<file path="src/rtl/pipe_hazard_ctrl_if.sv">
// Stage-status and stall/bubble control bundle between the Y86-64 datapath (master)
// and the hazard controller (slave).
interface pipe_hazard_ctrl_if;
  logic [3:0] D_icode;
  logic [3:0] D_rA;
  logic [3:0] D_rB;
  logic [3:0] E_icode;
  logic [3:0] E_dstM;
  logic       e_cnd;
  logic [3:0] M_icode;
  logic [3:0] m_stat;
  logic [3:0] W_stat;
  logic       F_stall;
  logic       D_stall;
  logic       D_bubble;
  logic       E_bubble;
  logic       M_bubble;
  logic       W_stall;
  logic       set_cc;
  logic       halted;

  modport master (
    output D_icode, D_rA, D_rB, E_icode, E_dstM, e_cnd, M_icode, m_stat, W_stat,
    input  F_stall, D_stall, D_bubble, E_bubble, M_bubble, W_stall, set_cc, halted
  );

  modport slave (
    input  D_icode, D_rA, D_rB, E_icode, E_dstM, e_cnd, M_icode, m_stat, W_stat,
    output F_stall, D_stall, D_bubble, E_bubble, M_bubble, W_stall, set_cc, halted
  );
endinterface

</file>
<file path="src/rtl/pipe_hazard_ctrl.sv">
// Y86-64 pipeline hazard control: load-use, mispredict, ret drain and sticky halt.
// Define PIPE_HAZARD_CNT_EN to add saturating stall/bubble event counters.
module pipe_hazard_ctrl #(
  parameter logic [3:0] RSP_ID        = 4'h4,
  parameter logic [3:0] RNONE         = 4'hF,
  parameter int         RET_DRAIN_CYC = 2
) (
  input  logic                clk,
  input  logic                reset,
  pipe_hazard_ctrl_if.slave   bus
`ifdef PIPE_HAZARD_CNT_EN
  ,
  output logic [31:0]         stall_cnt,
  output logic [31:0]         bubble_cnt
`endif
);

  typedef enum logic [1:0] {RUN, RET_DRAIN, HALTED} state_t;

  localparam logic [1:0] DRAIN_LOAD = 2'(RET_DRAIN_CYC);

  state_t     state;
  logic [1:0] drain_cnt;
  logic [3:0] d_srcA;
  logic [3:0] d_srcB;
  logic       load_use;
  logic       mispred;
  logic       exc_m;
  logic       exc_w;
  logic       is_ret;

  // The memory-stage icode plays no part in these hazard rules.
  logic unused_m_icode;
  assign unused_m_icode = ^bus.M_icode;

  always_comb begin
    d_srcA = RNONE;
    case (bus.D_icode)
      4'h2, 4'h4, 4'h6, 4'hA: d_srcA = bus.D_rA;
      4'h9, 4'hB:             d_srcA = RSP_ID;
      default:                d_srcA = RNONE;
    endcase
  end

  always_comb begin
    d_srcB = RNONE;
    case (bus.D_icode)
      4'h4, 4'h5, 4'h6:       d_srcB = bus.D_rB;
      4'h8, 4'h9, 4'hA, 4'hB: d_srcB = RSP_ID;
      default:                d_srcB = RNONE;
    endcase
  end

  assign load_use = ((bus.E_icode == 4'h5) || (bus.E_icode == 4'hB)) && (bus.E_dstM != RNONE) &&
                    ((bus.E_dstM == d_srcA) || (bus.E_dstM == d_srcB));
  assign mispred  = (bus.E_icode == 4'h7) && !bus.e_cnd;
  assign exc_m    = (bus.m_stat != 4'h1);
  assign exc_w    = (bus.W_stat != 4'h1);
  assign is_ret   = (bus.D_icode == 4'h9);

  always_ff @(posedge clk) begin
    if (reset) begin
      state     <= RUN;
      drain_cnt <= 2'd0;
    end else begin
      case (state)
        RUN: begin
          if (exc_w) begin
            state <= HALTED;
          end else if (!load_use && !mispred && is_ret) begin
            state     <= RET_DRAIN;
            drain_cnt <= DRAIN_LOAD;
          end
        end
        RET_DRAIN: begin
          if (exc_w) begin
            state <= HALTED;
          end else begin
            drain_cnt <= drain_cnt - 2'd1;
            if (drain_cnt == 2'd1) state <= RUN;
          end
        end
        HALTED:  state <= HALTED;
        default: state <= RUN;
      endcase
    end
  end

  // Controls are combinational on the current state so hazards are resolved in the same cycle.
  always_comb begin
    bus.F_stall  = 1'b0;
    bus.D_stall  = 1'b0;
    bus.D_bubble = 1'b0;
    bus.E_bubble = 1'b0;
    bus.M_bubble = 1'b0;
    bus.W_stall  = 1'b0;
    bus.set_cc   = 1'b0;
    bus.halted   = 1'b0;
    if (reset) begin
      bus.F_stall  = 1'b1;
      bus.D_bubble = 1'b1;
      bus.E_bubble = 1'b1;
      bus.M_bubble = 1'b1;
    end else begin
      case (state)
        RUN: begin
          if (load_use) begin
            bus.F_stall  = 1'b1;
            bus.D_stall  = 1'b1;
            bus.E_bubble = 1'b1;
          end else if (mispred) begin
            bus.D_bubble = 1'b1;
            bus.E_bubble = 1'b1;
          end else if (is_ret) begin
            bus.F_stall  = 1'b1;
            bus.D_bubble = 1'b1;
          end
        end
        RET_DRAIN: begin
          bus.F_stall  = 1'b1;
          bus.D_bubble = 1'b1;
        end
        HALTED: begin
          bus.F_stall  = 1'b1;
          bus.D_stall  = 1'b1;
          bus.E_bubble = 1'b1;
          bus.M_bubble = 1'b1;
          bus.W_stall  = 1'b1;
          bus.halted   = 1'b1;
        end
        default: ;
      endcase
      bus.M_bubble = bus.M_bubble | exc_m | exc_w;
      bus.set_cc   = (bus.E_icode == 4'h6) && !exc_m && !exc_w && (state != HALTED);
    end
  end

`ifdef PIPE_HAZARD_CNT_EN
  function automatic logic [31:0] sat_inc(input logic [31:0] v);
    return (v == 32'hFFFF_FFFF) ? v : v + 32'd1;
  endfunction

  always_ff @(posedge clk) begin
    if (reset) begin
      stall_cnt  <= 32'd0;
      bubble_cnt <= 32'd0;
    end else if (state != HALTED) begin
      if (bus.F_stall)                 stall_cnt  <= sat_inc(stall_cnt);
      if (bus.D_bubble || bus.E_bubble) bubble_cnt <= sat_inc(bubble_cnt);
    end
  end
`endif

endmodule

</file>
<file path="src/flat_wrapper.sv">
// flat-port wrapper written by rule: the top's interface ports become plain ports
module pipe_hazard_ctrl_flat 
#(
  parameter logic [3:0] RSP_ID        = 4'h4,
  parameter logic [3:0] RNONE         = 4'hF,
  parameter int         RET_DRAIN_CYC = 2
)
  (clk, reset, bus_D_icode, bus_D_rA, bus_D_rB, bus_E_icode, bus_E_dstM, bus_e_cnd, bus_M_icode, bus_m_stat, bus_W_stat, bus_F_stall, bus_D_stall, bus_D_bubble, bus_E_bubble, bus_M_bubble, bus_W_stall, bus_set_cc, bus_halted);
  pipe_hazard_ctrl_if bus_i ();
  input  logic clk;
  input  logic reset;
  input wire logic [$bits(bus_i.D_icode)-1:0] bus_D_icode;
  input wire logic [$bits(bus_i.D_rA)-1:0] bus_D_rA;
  input wire logic [$bits(bus_i.D_rB)-1:0] bus_D_rB;
  input wire logic [$bits(bus_i.E_icode)-1:0] bus_E_icode;
  input wire logic [$bits(bus_i.E_dstM)-1:0] bus_E_dstM;
  input wire logic [$bits(bus_i.e_cnd)-1:0] bus_e_cnd;
  input wire logic [$bits(bus_i.M_icode)-1:0] bus_M_icode;
  input wire logic [$bits(bus_i.m_stat)-1:0] bus_m_stat;
  input wire logic [$bits(bus_i.W_stat)-1:0] bus_W_stat;
  output wire logic [$bits(bus_i.F_stall)-1:0] bus_F_stall;
  output wire logic [$bits(bus_i.D_stall)-1:0] bus_D_stall;
  output wire logic [$bits(bus_i.D_bubble)-1:0] bus_D_bubble;
  output wire logic [$bits(bus_i.E_bubble)-1:0] bus_E_bubble;
  output wire logic [$bits(bus_i.M_bubble)-1:0] bus_M_bubble;
  output wire logic [$bits(bus_i.W_stall)-1:0] bus_W_stall;
  output wire logic [$bits(bus_i.set_cc)-1:0] bus_set_cc;
  output wire logic [$bits(bus_i.halted)-1:0] bus_halted;
  assign bus_i.D_icode = bus_D_icode;
  assign bus_i.D_rA = bus_D_rA;
  assign bus_i.D_rB = bus_D_rB;
  assign bus_i.E_icode = bus_E_icode;
  assign bus_i.E_dstM = bus_E_dstM;
  assign bus_i.e_cnd = bus_e_cnd;
  assign bus_i.M_icode = bus_M_icode;
  assign bus_i.m_stat = bus_m_stat;
  assign bus_i.W_stat = bus_W_stat;
  assign bus_F_stall = bus_i.F_stall;
  assign bus_D_stall = bus_i.D_stall;
  assign bus_D_bubble = bus_i.D_bubble;
  assign bus_E_bubble = bus_i.E_bubble;
  assign bus_M_bubble = bus_i.M_bubble;
  assign bus_W_stall = bus_i.W_stall;
  assign bus_set_cc = bus_i.set_cc;
  assign bus_halted = bus_i.halted;
  pipe_hazard_ctrl #(.RSP_ID(RSP_ID), .RNONE(RNONE), .RET_DRAIN_CYC(RET_DRAIN_CYC)) u_core (.clk(clk), .reset(reset), .bus(bus_i));
endmodule
</file>
<file path="config.mk">
export PLATFORM = sky130hd
export DESIGN_NAME = pipe_hazard_ctrl_flat
export DESIGN_NICKNAME = d
export VERILOG_FILES = /design/src/rtl/pipe_hazard_ctrl_if.sv /design/src/rtl/pipe_hazard_ctrl.sv /design/src/flat_wrapper.sv
export SDC_FILE = /design/constraint.sdc
export NUM_CORES = 1
export LEC_CHECK = 0
export ABC_AREA = 1
export BUFFER_PORTS_ARGS = -buffer_cell sky130_fd_sc_hd__buf_2
export CAP_MARGIN = 20
export CORE_MARGIN = 5
export CORE_UTILIZATION = 46
export CTS_CLUSTER_SIZE = 14
export DETAILED_ROUTE_END_ITERATION = 7
export PLACE_DENSITY = 0.87
export SLEW_MARGIN = 20
export SYNTH_ARGS = -nofsm -noshare
export SYNTH_HDL_FRONTEND = slang
export SYNTH_SLANG_ARGS = --single-unit
export TNS_END_PERCENT = 10
</file>
<file path="constraint.sdc">
create_clock -name clk -period 4.7 [get_ports clk]
set_clock_uncertainty 0.2 [all_clocks]
set_input_delay 0.705 -clock clk [delete_from_list [all_inputs] [get_ports clk]]
set_output_delay 0.705 -clock clk [all_outputs]
set_load 0.01 [all_outputs]
</file>
==> results.md <==
- Status: finished, final reports clean
- Vias in the first global route: 813
- Worst vdd ir: 142 uV
- Arrival @ worst endpoint: 2.05 ns
- Leakage Power: 0.558 nW
- DP Worst Slack: 1.75 ns
- Clock latency on the worst-skew pair: 0.23 ns
- GPL Wtd Cong: 0.875
- RSZ-0062 raised after global routing: false
- Resized cells post-CTS: 0
- Mapped Nets: 173
- DRT iter0 DRCs: 11
- CTS sink cnt: 4
- Syn Inst Count: 133
- FF-to-FF setup slack: 3.02 ns
- GR Util met1: 17.1%
- Chip Height: 50.3 um
- Full die area: 2530 um^2
- Syn Area/Cell: 5.62 um^2
- Maximum number of pins on one net before global-route repair: 8
- Routed WL: 1.87 mm
- Multi-input gate area: 569 um^2
- Port bufs: 38
- Distinct cells, synth: 24
- Synth top area cells: nand2_1 (20%), inv_1 (12%), dfxtp_1 (11%)
- Syn-to-layout area delta: 30.2%
- Most common cell after layout, fill and taps aside: nand2_1
- Gr usage total: 14.6%
- CTS hold repair buffers: 0
- Dpl cell area: 950 um^2
- Clock Root Buffer: clkbuf_4
- Most frequent cells in the layout: nand2_1 (39), buf_2 (38), inv_1 (23), nor2_1 (13), nand3_1 (12)
- DP HPWL: 1.67 mm
- Rows: 14
- Reg area: 80.1 um^2
- Worst slew margin: 76.2%
- Die W: 50.3 um
- MaxCap Viol Count: 0
- M2 GR Usage: 25.3%
- Dominant cell type by area after synthesis: nand2_1
- Clock slew at reported path FFs: 0.03 ns
- Final instance area: 972 um^2
- Worst-Margin Slew: 0.352 ns
- Pwr dens: 138 nW/um^2
- Initial core utilization: 49.0%
- Initial antenna violation count: 0
- Final Hold Viols: 0
- Startpoint types: input pin
- H-Tree Depth: 1
- Post-layout net count: 215
- Crit end category: output port
- Routed Antenna Nets: 0
- GRT Max-Usage Layer: met2
- Final worst slack: 1.74 ns
- Synth top area share: 19.6%
- Core Footprint: 1520 um^2
- Asr flop ratio synth: 0%
- Synth warn: 0
- CP Class: in2out
- Total grt overflow: 0
- Worst hold path class: reg2reg
- Post-synth EDFFs: 0
- Setup bufs post-CTS: 0
- Fin Setup TNS: 0 ns
- CTS Buffer Depth: 2
- Layout cells sized above 1: 30.6%
- Dominant synthesized flop cell: dfxtp_1
- Vias/cell: 4.94
- Fmax: 338 MHz
- Ant. Diodes: 0
- TritonCTS Buffers: 3
- Final worst-path cycle share: 62.9%
- CTS tree: done
- Worst-path maximum fanout: 7
- Mapped Area: 747 um^2
- Design Power: 0.134 mW
- WHS Path Cells: 2
- GR met3 Demand/Resource: 3.85%
- Min Tclk post-route: 2.96 ns
- Worst r2r path cells: 7
- Critical Path RT: 3.80 ns
- First-pass GRT wire length: 3.10 mm
- DRC violations left: 0
- Setup-failing EPs final: 0
- #FFs+latches synth: 4
- Drt first pass iters: 4
- # IOs: 43
- Final Max Tran Viols: 0
- Routed vias: 933
- Sequential element share of the synthesized area: 10.7%
- Fillers: 134
- Routed len/inst: 9.90 um
-- kinds of logic after synthesis --
kind of cell	after synthesis	share of synthesized area (%)
flip-flops	4	10.7
adder cells (fa/ha/maj)	5	8.38
AO/OA/AOI/OAI	13	10.7
AND/OR/NAND/NOR	86	57.1
buffers and inverters	25	13.1
-- area by class of cell --
cell class                      count  share of cell area (%)
Multi-Input combinational cell    104                    58.6
Clock buffer                        3                    2.32
Timing Repair Buffer               38                    19.6
Inverter                           24                    9.27
Sequential cell                     4                    8.24
Tap cell                           16                    2.06
-- power by group --
group          internal [mW]  leakage (nW)  switching [mW]
clock network         0.0284        0.0138          0.0114
registers             0.0349        0.0326        0.000778
logic                 0.0245         0.511          0.0337
total                 0.0878         0.558          0.0459
-- per-stage QoR --
step	instances	util [%]	hold slack [ns]
after floorplan	133	-	0.252
after global placement	186	62.3	0.275
after detailed placement	186	62.3	0.283
after global routing	189	63.8	0.319
final	189	63.8	0.291
after CTS	189	63.8	0.290
-- state kept, by name, summed over array words and instances (netlist names) --
name	count
u_core.state	2
u_core.drain_cnt	2
-- path summary, 6_finish.rpt --
kind,start,endpoint
worst max-delay path,bus_D_icode[2],bus_F_stall
worst min-delay path,u_core.drain_cnt[0]$_SDFFE_PP0P_,u_core.drain_cnt[0]$_SDFFE_PP0P_
worst max register to register,u_core.state[0]$_SDFFE_PP0P_,u_core.drain_cnt[1]$_SDFFE_PP0P_
worst min register to register,u_core.drain_cnt[0]$_SDFFE_PP0P_,u_core.drain_cnt[0]$_SDFFE_PP0P_
-- cells in the mapped netlist, types with 2 or more instances --
cell type and number:
nor2_1 13, dfxtp_1 4, nand3_2 3, o211ai_1 2, nand2_2 4, ha_1 5
a21oi_1 5, nand3b_1 3, nand3_1 12, o21ai_0 2, inv_1 23, nand4_1 2
nand2_1 39, nor3_1 6
-- critical path: stages --
cell      delay (ns)
buf_2           0.11
inv_1           0.10
nand2_2         0.06
nand2_2         0.08
nand2_1         0.09
nor2_1          0.10
nand2_1         0.05
nand2_1         0.06
nor2_1          0.04
nand2_1         0.06
nand2_2         0.07
nand3_4         0.10
o21ai_0         0.11
o21bai_1        0.13
nand2_1         0.06
buf_2           0.13
-- layer usage --
| metal | vias up | routed length (um) |
|---|---|---|
| met1 | 398 | 788 |
| met5 | - | 0 |
| met2 | 25 | 927 |
| met4 | 0 | 0 |
| li1 | 510 | - |
| met3 | 0 | 155 |
No activity file was read; power rests on OpenSTA's default activity.
